--- config.mk ---
export PLATFORM = sky130hd
export DESIGN_NAME = memory_stage_flat
export DESIGN_NICKNAME = d
export VERILOG_FILES = /design/src/rtl/memory_stage_if.sv /design/src/rtl/memory_stage.sv /design/src/flat_wrapper.sv
export SDC_FILE = /design/constraint.sdc
export NUM_CORES = 1
export LEC_CHECK = 0
export BUFFER_PORTS_ARGS = -buffer_cell sky130_fd_sc_hd__buf_2
export CORE_AREA = 4 4 121 123
export CTS_CLUSTER_DIAMETER = 60
export DETAILED_ROUTE_END_ITERATION = 6
export DIE_AREA = 0 0 125 127
export GPL_TIMING_DRIVEN = 0
export PLACE_DENSITY = 0.65
export SLEW_MARGIN = 20
export SYNTH_ARGS = -nofsm -noshare
export SYNTH_HDL_FRONTEND = slang
export SYNTH_SLANG_ARGS = --single-unit
--- constraint.sdc ---
create_clock -name CLK -period 2.9 [get_ports CLK]
set_input_delay 0.58 -clock CLK [delete_from_list [all_inputs] [get_ports CLK]]
set_output_delay 0.58 -clock CLK [all_outputs]
set_load 0.05 [all_outputs]
--- src/rtl/memory_stage_if.sv ---
// Data-cache bus between the memory stage (master) and the data cache (slave).
// The stage drives requests and address/store data; the cache returns hit and read data.
interface memory_stage_if;
   logic        dmemREN;
   logic        dmemWEN;
   logic [31:0] dmemaddr;
   logic [31:0] dmemstore;
   logic        dhit;
   logic [31:0] dmemload;

   modport master (output dmemREN, dmemWEN, dmemaddr, dmemstore,
                   input  dhit, dmemload);
   modport slave  (input  dmemREN, dmemWEN, dmemaddr, dmemstore,
                   output dhit, dmemload);
endinterface

--- src/rtl/memory_stage.sv ---
// Pipeline memory stage: issues data-cache requests, stalls until the hit,
// extracts sub-word load results and holds the MEM/WB pipeline register.
module memory_stage (
   input  logic                  CLK,
   input  logic                  nRST,
   memory_stage_if.master        dbus,
   input  logic                  ex_valid,
   input  logic                  ex_memRead,
   input  logic                  ex_memWrite,
   input  logic                  ex_regWen,
   input  logic [4:0]            ex_wreg,
   input  logic [31:0]           ex_aluOut,
   input  logic [31:0]           ex_storeData,
   input  logic [31:0]           ex_npc,
   input  logic                  ex_jal,
   input  logic                  ex_ldtype,
   input  logic [1:0]            ex_ldsize,
   input  logic                  ex_ldsigned,
   input  logic                  flush,
   output logic                  mem_stall,
   output logic                  wb_Reg_Wen,
   output logic [4:0]            wb_wreg,
   output logic [31:0]           wb_memReg,
   output logic [31:0]           wb_extOut,
   output logic [31:0]           wb_npc,
   output logic                  wb_jaltype,
   output logic                  wb_ldtype
);
   typedef enum logic {S_IDLE = 1'b0, S_WAIT = 1'b1} state_e;

   state_e      r_state;
   state_e      w_next_state;
   logic        w_mem_op;
   logic        w_is_load;
   logic        w_is_store;
   logic        w_capture;
   logic [7:0]  w_byte;
   logic [15:0] w_half;
   logic [31:0] w_load_ext;

   logic        r_wb_reg_wen;
   logic [4:0]  r_wb_wreg;
   logic [31:0] r_wb_mem_reg;
   logic [31:0] r_wb_ext_out;
   logic [31:0] r_wb_npc;
   logic        r_wb_jaltype;
   logic        r_wb_ldtype;

   // A read+write combination behaves as a load; flush removes the op outright.
   assign w_is_load  = ex_memRead;
   assign w_is_store = ex_memWrite & ~ex_memRead;
   assign w_mem_op   = ex_valid & (ex_memRead | ex_memWrite) & ~flush;

   assign mem_stall       = nRST & w_mem_op & ~dbus.dhit;
   assign dbus.dmemaddr   = {ex_aluOut[31:2], 2'b00};
   assign dbus.dmemstore  = ex_storeData;

   // NOTE: sequential state uses non-blocking assignments so every flop samples pre-edge values.
   always_ff @(posedge CLK or negedge nRST) begin
      if (!nRST) r_state <= S_IDLE;
      else       r_state <= w_next_state;
   end

   // NOTE: every always_comb output gets a default first so no latch is inferred.
   always_comb begin
      w_next_state = r_state;
      case (r_state)
         S_IDLE:  if (w_mem_op && !dbus.dhit) w_next_state = S_WAIT;
         S_WAIT:  if (dbus.dhit || !w_mem_op) w_next_state = S_IDLE;
         default: w_next_state = S_IDLE;
      endcase
   end

   // Requests rise in the first cycle from IDLE and are held through WAIT.
   always_comb begin
      dbus.dmemREN = 1'b0;
      dbus.dmemWEN = 1'b0;
      case (r_state)
         S_IDLE, S_WAIT: begin
            dbus.dmemREN = nRST & w_mem_op & w_is_load;
            dbus.dmemWEN = nRST & w_mem_op & w_is_store;
         end
         default: ;
      endcase
   end

   always_comb begin
      w_byte = dbus.dmemload[7:0];
      case (ex_aluOut[1:0])
         2'd0: w_byte = dbus.dmemload[7:0];
         2'd1: w_byte = dbus.dmemload[15:8];
         2'd2: w_byte = dbus.dmemload[23:16];
         2'd3: w_byte = dbus.dmemload[31:24];
         default: ;
      endcase
      w_half = ex_aluOut[1] ? dbus.dmemload[31:16] : dbus.dmemload[15:0];
      case (ex_ldsize)
         2'b00:   w_load_ext = ex_ldsigned ? {{24{w_byte[7]}}, w_byte} : {24'b0, w_byte};
         2'b01:   w_load_ext = ex_ldsigned ? {{16{w_half[15]}}, w_half} : {16'b0, w_half};
         default: w_load_ext = dbus.dmemload;
      endcase
   end

   // Anything not captured (bubble, flush, stall) enters MEM/WB as all zeros.
   assign w_capture = ex_valid & ~flush & ~mem_stall;

   always_ff @(posedge CLK or negedge nRST) begin
      if (!nRST) begin
         r_wb_reg_wen <= 1'b0;
         r_wb_wreg    <= '0;
         r_wb_mem_reg <= '0;
         r_wb_ext_out <= '0;
         r_wb_npc     <= '0;
         r_wb_jaltype <= 1'b0;
         r_wb_ldtype  <= 1'b0;
      end else begin
         r_wb_reg_wen <= w_capture & ex_regWen & ~w_is_store;
         r_wb_wreg    <= w_capture ? ex_wreg : '0;
         r_wb_mem_reg <= w_capture ? (w_is_load ? dbus.dmemload : ex_aluOut) : '0;
         r_wb_ext_out <= (w_capture && w_is_load) ? w_load_ext : '0;
         r_wb_npc     <= w_capture ? ex_npc : '0;
         r_wb_jaltype <= w_capture & ex_jal;
         r_wb_ldtype  <= w_capture & ex_ldtype;
      end
   end

   assign wb_Reg_Wen = r_wb_reg_wen;
   assign wb_wreg    = r_wb_wreg;
   assign wb_memReg  = r_wb_mem_reg;
   assign wb_extOut  = r_wb_ext_out;
   assign wb_npc     = r_wb_npc;
   assign wb_jaltype = r_wb_jaltype;
   assign wb_ldtype  = r_wb_ldtype;
endmodule

--- src/flat_wrapper.sv ---
// flat-port wrapper written by rule: the top's interface ports become plain ports
module memory_stage_flat 
  (CLK, nRST, ex_valid, ex_memRead, ex_memWrite, ex_regWen, ex_wreg, ex_aluOut, ex_storeData, ex_npc, ex_jal, ex_ldtype, ex_ldsize, ex_ldsigned, flush, mem_stall, wb_Reg_Wen, wb_wreg, wb_memReg, wb_extOut, wb_npc, wb_jaltype, wb_ldtype, dbus_dmemREN, dbus_dmemWEN, dbus_dmemaddr, dbus_dmemstore, dbus_dhit, dbus_dmemload);
  memory_stage_if dbus_i ();
  input  logic CLK;
  input  logic nRST;
  input  logic ex_valid;
  input  logic ex_memRead;
  input  logic ex_memWrite;
  input  logic ex_regWen;
  input  logic [4:0] ex_wreg;
  input  logic [31:0] ex_aluOut;
  input  logic [31:0] ex_storeData;
  input  logic [31:0] ex_npc;
  input  logic ex_jal;
  input  logic ex_ldtype;
  input  logic [1:0] ex_ldsize;
  input  logic ex_ldsigned;
  input  logic flush;
  output logic mem_stall;
  output logic wb_Reg_Wen;
  output logic [4:0] wb_wreg;
  output logic [31:0] wb_memReg;
  output logic [31:0] wb_extOut;
  output logic [31:0] wb_npc;
  output logic wb_jaltype;
  output logic wb_ldtype;
  output wire logic [$bits(dbus_i.dmemREN)-1:0] dbus_dmemREN;
  output wire logic [$bits(dbus_i.dmemWEN)-1:0] dbus_dmemWEN;
  output wire logic [$bits(dbus_i.dmemaddr)-1:0] dbus_dmemaddr;
  output wire logic [$bits(dbus_i.dmemstore)-1:0] dbus_dmemstore;
  input wire logic [$bits(dbus_i.dhit)-1:0] dbus_dhit;
  input wire logic [$bits(dbus_i.dmemload)-1:0] dbus_dmemload;
  assign dbus_dmemREN = dbus_i.dmemREN;
  assign dbus_dmemWEN = dbus_i.dmemWEN;
  assign dbus_dmemaddr = dbus_i.dmemaddr;
  assign dbus_dmemstore = dbus_i.dmemstore;
  assign dbus_i.dhit = dbus_dhit;
  assign dbus_i.dmemload = dbus_dmemload;
  memory_stage u_core (.CLK(CLK), .nRST(nRST), .dbus(dbus_i), .ex_valid(ex_valid), .ex_memRead(ex_memRead), .ex_memWrite(ex_memWrite), .ex_regWen(ex_regWen), .ex_wreg(ex_wreg), .ex_aluOut(ex_aluOut), .ex_storeData(ex_storeData), .ex_npc(ex_npc), .ex_jal(ex_jal), .ex_ldtype(ex_ldtype), .ex_ldsize(ex_ldsize), .ex_ldsigned(ex_ldsigned), .flush(flush), .mem_stall(mem_stall), .wb_Reg_Wen(wb_Reg_Wen), .wb_wreg(wb_wreg), .wb_memReg(wb_memReg), .wb_extOut(wb_extOut), .wb_npc(wb_npc), .wb_jaltype(wb_jaltype), .wb_ldtype(wb_ldtype));
endmodule
# Word level (Yosys, flattened, before mapping)
# Index checks and enable logic that the tools add are counted.
dict set report word_totals {
  regBits 104
  input_bits 146
  output_inout_bits 171
}
dict set report op_classes {
  eq_ne 4
  n_mux 10
  bitwise_logic 19
  n_reduce_logical 3
}
# operator count
set op_table {}
lappend op_table {{two-way mux 32 bit} 6}
lappend op_table {{one-hot mux 32 bit (2 select lines)} 1}
lappend op_table {{one-hot mux 8 bit (4 select lines)} 1}
lappend op_table {{two-way mux 16 bit} 1}
lappend op_table {{AND 1 bit} 13}
lappend op_table {{two-way mux 5 bit} 1}
lappend op_table {{NOT 1 bit} 5}
lappend op_table {{== test 2 x 1 -> 1 bit, second input constant} 2}
lappend op_table {{== test 2 bit, second input constant} 2}
lappend op_table {{logical NOT 2 bit} 2}
lappend op_table {{logical AND 1 bit} 1}
lappend op_table {{OR 1 bit} 1}

# Logic depth before layout (Yosys ltp)
# Gate-level depths: netlist of the first run.
dict set report depth {
  ltp_word 9
  depth_mapped 5
  ltp_nobuf 3
}

# Worst setup path before layout of the first run
# Ideal clock, no wire load.
dict set report synth_timing {
  kind {in2out}
  start {input ex_memRead}
  end {output dbus_dmemREN}
  arrival_time_ns 1.746
  required_time_ns 2.320
  slack_ns 0.574
  cell_stages 3
  n_path_buf 2
  cell_sequence {buf_2 -> buf_1 -> and3_1}
}
dict set report synth_between {
  elab_chain_cells 5
}
# element line_no
set synth_rtl {}
lappend synth_rtl {{start: declaration} flat_wrapper.sv:8} ;# input logic ex_memRead;
lappend synth_rtl {{OR 1 bit} memory_stage.sv:52} ;# assign w_mem_op = ex_valid & (ex_memRead | ex_memWrite) & ~flush;
lappend synth_rtl {{AND 1 bit (2 in a row)} memory_stage.sv:52}
lappend synth_rtl {{AND 1 bit} memory_stage.sv:80} ;# dbus.dmemREN = nRST & w_mem_op & w_is_load;
lappend synth_rtl {{AND 1 bit (*)} memory_stage.sv:80}
lappend synth_rtl {{end: declaration} flat_wrapper.sv:28} ;# output wire logic [$bits(dbus_i.dmemREN)-1:0] dbus_dmemREN;
# Every way passes the cells marked *; elsewhere a longest branch is shown, timed or not.

# Final worst setup path of the first run
# Same ends and word-level chain as after synthesis.

==> results.json, run 1 <==
{
  "fin_setup_tns_ps": 0,
  "antenna_cells": 0,
  "crit_fanout": 10,
  "slowest_delay_ps": 630,
  "io_buffers": 281,
  "total_power_w": 0.003570,
  "final_max_slew_viol_count": 0,
  "synth-seq-area-share_pct": 54.01,
  "dp_hpwl_microns": 13650,
  "root_buffer": "clkbuf_16",
  "hold_path_class": "in2async",
  "grt_pass1_wl_microns": 24920,
  "yosys.area_share.adder_pct": 0,
  "synth_area_sq_um": 4818,
  "drv_cap": 0,
  "numCtsBuffers": 9,
  "cts_resized": 0,
  "p_per_area_nw_per_um2": 526.6,
  "yosysWarnings": 0,
  "antenna_found_initial": 1,
  "setup.worst_path.end_class": "primary output",
  "drt_iter0_markers": 192,
  "nNetsFinal": 870,
  "vias": 4224,
  "grt_use_total_pct": 20.22,
  "gr-total-overflow": 0,
  "synth_cells": 430,
  "ys_ff_latch": 104,
  "grt_max_degree": 69,
  "path_cells": "buf_2, buf_2, buf_1, and3_1, buf_2",
  "cts_tree": "yes",
  "synth_compound_area_share_pct": 4.934,
  "relSlewSlack_pct": 35.65,
  "routedWlPerCell_microns": 18.23,
  "row_count": 43,
  "cts_sinks": 104,
  "grt_pass1_vias": 4457,
  "hold_violations": 0,
  "fin_ws_ps": 235.9,
  "synthSimpleGateAreaFrac_pct": 14.54,
  "drive_gt1_share_pct": 51.85,
  "die_x_microns": 125,
  "wl_microns": 16570,
  "cp.arrival_ps": 2080,
  "period_share_pct": 91.87,
  "pin_count": 317,
  "worstMarginPinSlew_ps": 965.3,
  "drc_errors": 0,
  "dieArea_sq_um": 15880,
  "pre_cts_ws_ps": 189.8,
  "critPathLaunchType": "input port",
  "crit_family": "buffers and inverters",
  "start_util_pct": 35.26,
  "status": "completed",
  "vias_per_cell": 4.647,
  "dr.pass1.iters": 4,
  "cts.clk_slew.worst_paths_ps": 70,
  "ant_nets": 0,
  "synth_top_family_by_area": "simple AND/OR/NAND/NOR gates",
  "crit_required_ps": 2320,
  "critPathKind": "in2out",
  "rsz0062_at_grt": "no",
  "cp_num_buf_inv": 4,
  "vdd_drop_max_v": 0.0002538,
  "cts_setup_buffers": 0,
  "netlist-cell-type-count": 35,
  "synth_xor_area_share_pct": 0,
  "syn_avg_cell_area_sq_um": 11.21,
  "placed_area_sq_um": 6487,
  "routabilityCongestion": 0.8682,
  "ctsHoldBuffers": 0,
  "clock.fmax_ghz": 0.3754,
  "core_area_sq_um": 13670,
  "synthMuxAreaShare_pct": 13.17,
  "cp_slowest_cell": "buf_1",
  "stdcell_area_sq_um": 6779,
  "critPathMostFrequentCell": "buf_2",
  "area_growth_pct": 40.69,
  "crit_cells": 5,
  "clockBufferDepth": 2,
  "p_leak_nw": 3.908,
  "setup_viol": 0,
  "fillers": 1273,
  "cts.htree.levels": 3,
  "period_minus_slack_ps": 2664,
  "die_height_microns": 127
}
## sequential cells by signal, summed over array words and instances (netlist names)
name,cells
u_core.wb_npc,32
u_core.wb_memReg,32
u_core.wb_extOut,32
u_core.wb_ldtype,1
u_core.wb_jaltype,1
u_core.wb_wreg,5
u_core.wb_Reg_Wen,1
## power by group
group          total [W]  switching (W)  internal (W)
logic           0.000879       0.000610      0.000269
clock network    0.00118       0.000560      0.000620
registers        0.00151      0.0000115       0.00150
total            0.00357        0.00118       0.00239
## cell usage after synthesis
master	instances	area, sq um
dfrtp_1	104	2603
buf_4	64	480.5
nor2_1	51	191.4
and2_1	39	244.0
mux2i_1	33	330.3
clkbuf_1	17	63.81
nand3_1	17	85.08
o21ai_1	11	55.05
inv_1	10	37.54
a221oi_1	9	78.83
nand2_1	9	33.78
a21oi_1	8	40.04
mux2_2	8	90.09
mux4_1	7	183.9
nor4_1	7	43.79
o21ai_0	6	30.03
nor2b_1	4	25.02
buf_1	3	11.26
nand2b_1	3	18.77
and3_1	2	12.51
buf_2	2	10.01
buf_6	2	22.52
mux2_4	2	30.03
a2111oi_0	1	8.760
a222oi_1	1	10.01
and3b_1	1	8.760
and4b_1	1	10.01
clkbuf_8	1	13.76
conb_1	1	3.750
nand3b_1	1	7.510
nand4_1	1	6.260
nor3b_1	1	7.510
o21a_1	1	7.510
o21bai_1	1	7.510
or2_2	1	6.260
## through the flow
step           cells  hold WS (ps)  util (%)
2_1_floorplan    431         284.4         -
3_5_place_dp     893         523.0     47.47
6_report         909         146.3     49.61
5_1_grt          909         166.7     49.61
3_3_place_gp     892         787.1     47.23
4_1_cts          909         152.5     49.61
## layout make-up
cell class | instances | area, sq um | area share [%]
Sequential cell | 104 | 2603 | 38.39
Tap cell | 180 | 225.2 | 3.322
Buffer | 89 | 601.8 | 8.878
Clock buffer | 10 | 239.0 | 3.525
Multi-Input combinational cell | 228 | 1580 | 23.31
Timing Repair Buffer | 282 | 1440 | 21.24
Inverter | 10 | 37.54 | 0.5537
Clock inverter | 6 | 52.55 | 0.7752
## cells in the final DEF (no fill, tap or decap), types with 2 or more instances in the layout
master     Yosys  final
clkinv_4       0      2
dfrtp_1      104    104
buf_1          3      3
buf_4         64     64
nand2b_1       3      3
nor2_1        51     51
o21ai_0        6      6
nor4_1         7      7
nor2b_1        4      4
clkbuf_8       1      2
clkbuf_1      17     17
a221oi_1       9      9
buf_2          2    282
conb_1         1      2
mux2_4         2      2
mux2_2         8      8
inv_1         10     10
nand2_1        9      9
and2_1        39     39
and3_1         2      2
buf_6          2      3
a21oi_1        8      8
inv_8          0      2
clkbuf_16      0      9
nand3_1       17     17
mux2i_1       33     33
mux4_1         7      7
o21ai_1       11     11
## cells by family after synthesis
group | Yosys count
DFF | 104
muxes | 50
buffers and inverters | 99
other | 1
and+or+nand+nor | 138
AOI/OAI and AO/OA | 38
## path summary, 6_finish.rpt
path,from,endpoint
setup / recovery,ex_memRead,dbus_dmemREN
hold / removal,nRST,u_core.wb_memReg[27]
max in group asynchronous,nRST,u_core.wb_memReg[6]
min in group CLK,ex_wreg[4],u_core.wb_wreg[4]
## metal layers
layer  track usage (%)  share of wire, %  up-vias
met3             6.104               9.1       24
met2             37.87                53      243
met4             5.485               2.0        2
met5                 0             0.042        -
li1                  -                 -     1958
met1             22.27                36     1997
Note: power is estimated with default switching activity, not from simulation.
==> inputs of run 2 (changes only) <==
--- a/config.mk
+++ b/config.mk
@@ -6,12 +6,12 @@
 export NUM_CORES = 1
 export LEC_CHECK = 0
 export BUFFER_PORTS_ARGS = -buffer_cell sky130_fd_sc_hd__buf_2
-export CORE_AREA = 4 4 121 123
+export CORE_AREA = 4 4 122 124
 export CTS_CLUSTER_DIAMETER = 60
 export DETAILED_ROUTE_END_ITERATION = 6
-export DIE_AREA = 0 0 125 127
+export DIE_AREA = 0 0 126 128
 export GPL_TIMING_DRIVEN = 0
-export PLACE_DENSITY = 0.65
+export PLACE_DENSITY = 0.64
 export SLEW_MARGIN = 20
 export SYNTH_ARGS = -nofsm -noshare
 export SYNTH_HDL_FRONTEND = slang
==> run 2 against run 1 <==
Count of clock-buffer cells in the layout down 1. Sequential share of layout area about the same. Non-clock buffer count unchanged. Cell count up 0.11%. Total power down 0.20%. Flip-flop and latch count unchanged. First-iteration DRC count up 15%. Combinational power about the same. Global-route usage down 0.30 points. Critical endpoint unchanged. Largest power group unchanged. Highest routed layer unchanged.
==> results.json, run 2 (synthesized netlist as in run 1, its figures left out) <==
{
  "grt_pass1_vias": 4417,
  "cts_resized": 0,
  "cts.htree.levels": 3,
  "die_height_microns": 128,
  "drc_errors": 0,
  "routedWlPerCell_microns": 18.02,
  "grt_max_degree": 77,
  "cts_tree": "yes",
  "ant_nets": 0,
  "crit_required_ps": 2320,
  "area_growth_pct": 40.64,
  "period_share_pct": 89.63,
  "row_count": 43,
  "slowest_delay_ps": 580,
  "drv_cap": 0,
  "final_max_slew_viol_count": 0,
  "grt_use_met2_pct": 37.06,
  "gr-total-overflow": 0,
  "crit_family": "buffers and inverters",
  "pin_count": 317,
  "gr-max-usage-layer": "met2",
  "vias": 4207,
  "fillers": 1344,
  "vdd_drop_max_v": 0.0002780,
  "cp_slowest_cell": "buf_1",
  "cts_setup_buffers": 0,
  "grt_use_total_pct": 19.91,
  "drive_gt1_share_pct": 51.85,
  "nNetsFinal": 870,
  "cp_num_buf_inv": 4,
  "cp.arrival_ps": 2020,
  "dr.pass1.iters": 5,
  "period_minus_slack_ps": 2599,
  "stdcell_area_sq_um": 6777,
  "ctsHoldBuffers": 0,
  "start_util_pct": 34.98,
  "root_buffer": "clkbuf_16",
  "die_x_microns": 126,
  "rsz0062_at_grt": "no",
  "crit_fanout": 10,
  "core_area_sq_um": 13770,
  "antenna_found_initial": 2,
  "relSlewSlack_pct": 32.89,
  "mostFrequentLayoutCells": "buf_2 (282), dfrtp_1 (104), buf_4 (64)",
  "fin_util_pct": 49.20,
  "io_buffers": 281,
  "hold_violations": 0,
  "clock.fmax_ghz": 0.3847,
  "cts_sinks": 104,
  "grt_use_met3_pct": 5.583,
  "final_common_cell": "buf_2",
  "path_cells": "buf_2, buf_2, buf_1, and3_1, buf_2",
  "drt_iter0_markers": 220,
  "critPathKind": "in2out",
  "fin_ws_ps": 300.6,
  "critPathMostFrequentCell": "buf_2",
  "pre_cts_ws_ps": 167.8,
  "setup.worst_path.end_class": "primary output",
  "dp_hpwl_microns": 13430,
  "setup_viol": 0,
  "wl_microns": 16390,
  "critPathLaunchType": "input port",
  "fin_setup_tns_ps": 0,
  "crit_cells": 5,
  "routabilityCongestion": 0.8569,
  "dieArea_sq_um": 16130,
  "p_per_area_nw_per_um2": 525.7,
  "p_leak_nw": 3.905,
  "clockBufferDepth": 2,
  "status": "completed",
  "vias_per_cell": 4.623,
  "numCtsBuffers": 9,
  "placed_area_sq_um": 6487,
  "worst_hold_slack_ps": 110.2,
  "hold_path_class": "in2async",
  "cts.clk_slew.worst_paths_ps": 80,
  "worstMarginPinSlew_ps": 1007,
  "grt_pass1_wl_microns": 24710,
  "grt.met1_usage_pct": 22.95
}
[run 2: power by group]
| part | total, W | switching [W] | internal (W) |
|---|---|---|---|
| clock network | 0.00117 | 0.000573 | 0.000601 |
| logic | 0.000878 | 0.000609 | 0.000269 |
| registers | 0.00151 | 0.0000120 | 0.00150 |
| total | 0.00356 | 0.00119 | 0.00237 |
[run 2: final cells by class]
| type | count | area, sq um | area share, % |
|---|---|---|---|
| clock buffers | 9 | 225.2 | 3.323 |
| diodes | 1 | 2.502 | 0.03693 |
| multi-input cells | 228 | 1580 | 23.32 |
| repair buffers | 282 | 1440 | 21.25 |
| flip-flops and latches | 104 | 2603 | 38.40 |
| well taps | 180 | 225.2 | 3.323 |
| plain buffers | 89 | 601.8 | 8.881 |
| inverters | 10 | 37.54 | 0.5539 |
| clock inverters | 7 | 61.31 | 0.9047 |
[run 2: path summary, 6_finish.rpt]
kind,from,endpoint
worst max-delay path,ex_memRead,dbus_dmemREN
worst min-delay path,nRST,u_core.wb_wreg[0]
max in group asynchronous,nRST,u_core.wb_memReg[1]
min in group CLK,ex_jal,u_core.wb_jaltype
[run 2: stage by stage]
stage / power [W] / cells
after floorplan: 0.002133 / 431
after global placement: 0.002409 / 892
after detailed placement: 0.002425 / 893
after CTS: 0.003609 / 909
after global routing: 0.003721 / 910
final: 0.003563 / 910
[run 2: metal layers]
metal / wire length [microns] / up-vias
li1: - / 1963
met1: 5923 / 2000
met2: 8701 / 233
met3: 1630 / 9
met4: 125 / 2
met5: 13 / -
==> inputs of run 3 (changes only) <==
--- a/config.mk
+++ b/config.mk
@@ -6,12 +6,12 @@
 export NUM_CORES = 1
 export LEC_CHECK = 0
 export BUFFER_PORTS_ARGS = -buffer_cell sky130_fd_sc_hd__buf_2
-export CORE_AREA = 4 4 122 124
+export CORE_MARGIN = 4
+export CORE_UTILIZATION = 35
 export CTS_CLUSTER_DIAMETER = 60
 export DETAILED_ROUTE_END_ITERATION = 6
-export DIE_AREA = 0 0 126 128
 export GPL_TIMING_DRIVEN = 0
-export PLACE_DENSITY = 0.64
+export PLACE_DENSITY = 0.65
 export SLEW_MARGIN = 20
 export SYNTH_ARGS = -nofsm -noshare
 export SYNTH_HDL_FRONTEND = slang
==> run 3 against run 2 <==
Worst setup slack got worse by 110 ps. Critical path type unchanged. Largest cell class unchanged. Final area increased by 0.30%. Total power increased by 2.6%.
==> results.json, run 3 (synthesized netlist as in run 1, its figures left out) <==
{
  "status": "completed",
  "fin_ws_ps": 190.7,
  "cts_resized": 0,
  "ant_nets": 0,
  "slowest_delay_ps": 650,
  "nNetsFinal": 871,
  "rsz0062_at_grt": "no",
  "drive_gt1_share_pct": 51.79,
  "io_buffers": 281,
  "period_share_pct": 93.42,
  "drv_cap": 0,
  "final-instance-count-excl-fill": 905,
  "critPathMostFrequentCell": "buf_2",
  "fillers": 1242,
  "die_height_microns": 125.3,
  "cp_num_buf_inv": 4,
  "worstMarginPinSlew_ps": 992.7,
  "root_buffer": "clkbuf_16",
  "dpl.cell_count": 889,
  "grt_pass1_vias": 4442,
  "dr.pass1.iters": 4,
  "cts.htree.levels": 3,
  "setup_viol": 0,
  "final_max_slew_viol_count": 0,
  "grt_pass1_wl_microns": 24470,
  "setup.worst_path.end_class": "primary output",
  "antenna_found_initial": 1,
  "routedWlPerCell_microns": 18.11,
  "relSlewSlack_pct": 33.82,
  "pre_cts_ws_ps": 164.9,
  "critPathKind": "in2out",
  "cp.arrival_ps": 2130,
  "drt_iter0_markers": 295,
  "core_area_sq_um": 13350,
  "gr-total-overflow": 0,
  "drc_errors": 0,
  "die_x_microns": 125.3,
  "cp_slowest_cell": "buf_1",
  "fin_setup_tns_ps": 0,
  "clockBufferDepth": 2,
  "cts.clk_slew.worst_paths_ps": 70,
  "p_leak_nw": 3.917,
  "ctsHoldBuffers": 0,
  "path_cells": "buf_2, buf_2, buf_1, and3_1, buf_2",
  "hold_violations": 0,
  "clock.fmax_ghz": 0.3691,
  "dp_hpwl_microns": 13440,
  "row_count": 42,
  "critPathLaunchType": "input port",
  "cts_setup_buffers": 0,
  "crit_family": "buffers and inverters",
  "vdd_drop_max_v": 0.0002573,
  "period_minus_slack_ps": 2709,
  "grt_max_degree": 82,
  "stdcell_area_sq_um": 6797,
  "total_power_w": 0.003655,
  "p_per_area_nw_per_um2": 537.8,
  "placed_area_sq_um": 6482,
  "area_growth_pct": 41.05,
  "cts_tree": "yes",
  "crit_required_ps": 2320,
  "mostFrequentLayoutCells": "buf_2 (282), dfrtp_1 (104), buf_4 (64)",
  "crit_fanout": 10,
  "final_common_cell": "buf_2",
  "vias": 4264,
  "start_util_pct": 36.10,
  "grt_use_total_pct": 20.33,
  "dieArea_sq_um": 15710,
  "pin_count": 317,
  "numCtsBuffers": 9,
  "hold_path_class": "in2async",
  "cts_sinks": 104,
  "routabilityCongestion": 0.8706,
  "vias_per_cell": 4.712,
  "wl_microns": 16390
}
==> run 3: cell types whose count changed in the layout (fill, tap and decap cells not counted) <==
cell,delta
bufinv_16,+2
inv_8,-2
clkbuf_2,+1
clkinv_4,-1
inv_6,-1
==> run 3: metrics by stage <==
stage / hold slack, ps / utilization (%)
after floorplan: 284.4 / -
after global placement: 788.2 / 48.31
after detailed placement: 469.5 / 48.57
after CTS: 87.31 / 50.86
after global routing: 105.5 / 50.92
final: 99.79 / 50.92
==> run 3: power breakdown <==
group / internal, W / switching (W)
clock: 0.000748 / 0.000517
combinational: 0.000270 / 0.000608
sequential: 0.00150 / 0.0000125
==> run 3: final timing paths <==
path	slack (ps)	startpoint	cells after the start	endpoint
max	190	ex_memRead	5	dbus_dmemREN
min	100	nRST	1	u_core.wb_jaltype
max in group asynchronous	2130	nRST	2	u_core.wb_memReg[26]
min in group CLK	440	ex_jal	2	u_core.wb_jaltype
==> run 3: per-layer routing <==
layer | track usage [%] | share of wire (%) | vias up
met1 | 23.05 | 38 | 2013
li1 | - | - | 1962
met2 | 36.41 | 52 | 261
met3 | 5.075 | 7.9 | 28
met4 | 8.610 | 2.9 | 0
met5 | 0 | 0 | -
==> run 3: layout make-up <==
| cell class | instances | area (sq um) | area share (%) |
|---|---|---|---|
| plain buffers | 89 | 601.8 | 8.855 |
| inverters | 10 | 37.54 | 0.5523 |
| diodes | 1 | 2.502 | 0.03682 |
| clock inverters | 5 | 81.33 | 1.197 |
| clock buffers | 9 | 225.2 | 3.314 |
| flip-flops and latches | 104 | 2603 | 38.29 |
| repair buffers | 283 | 1445 | 21.26 |
| multi-input cells | 228 | 1580 | 23.25 |
| well taps | 176 | 220.2 | 3.240 |
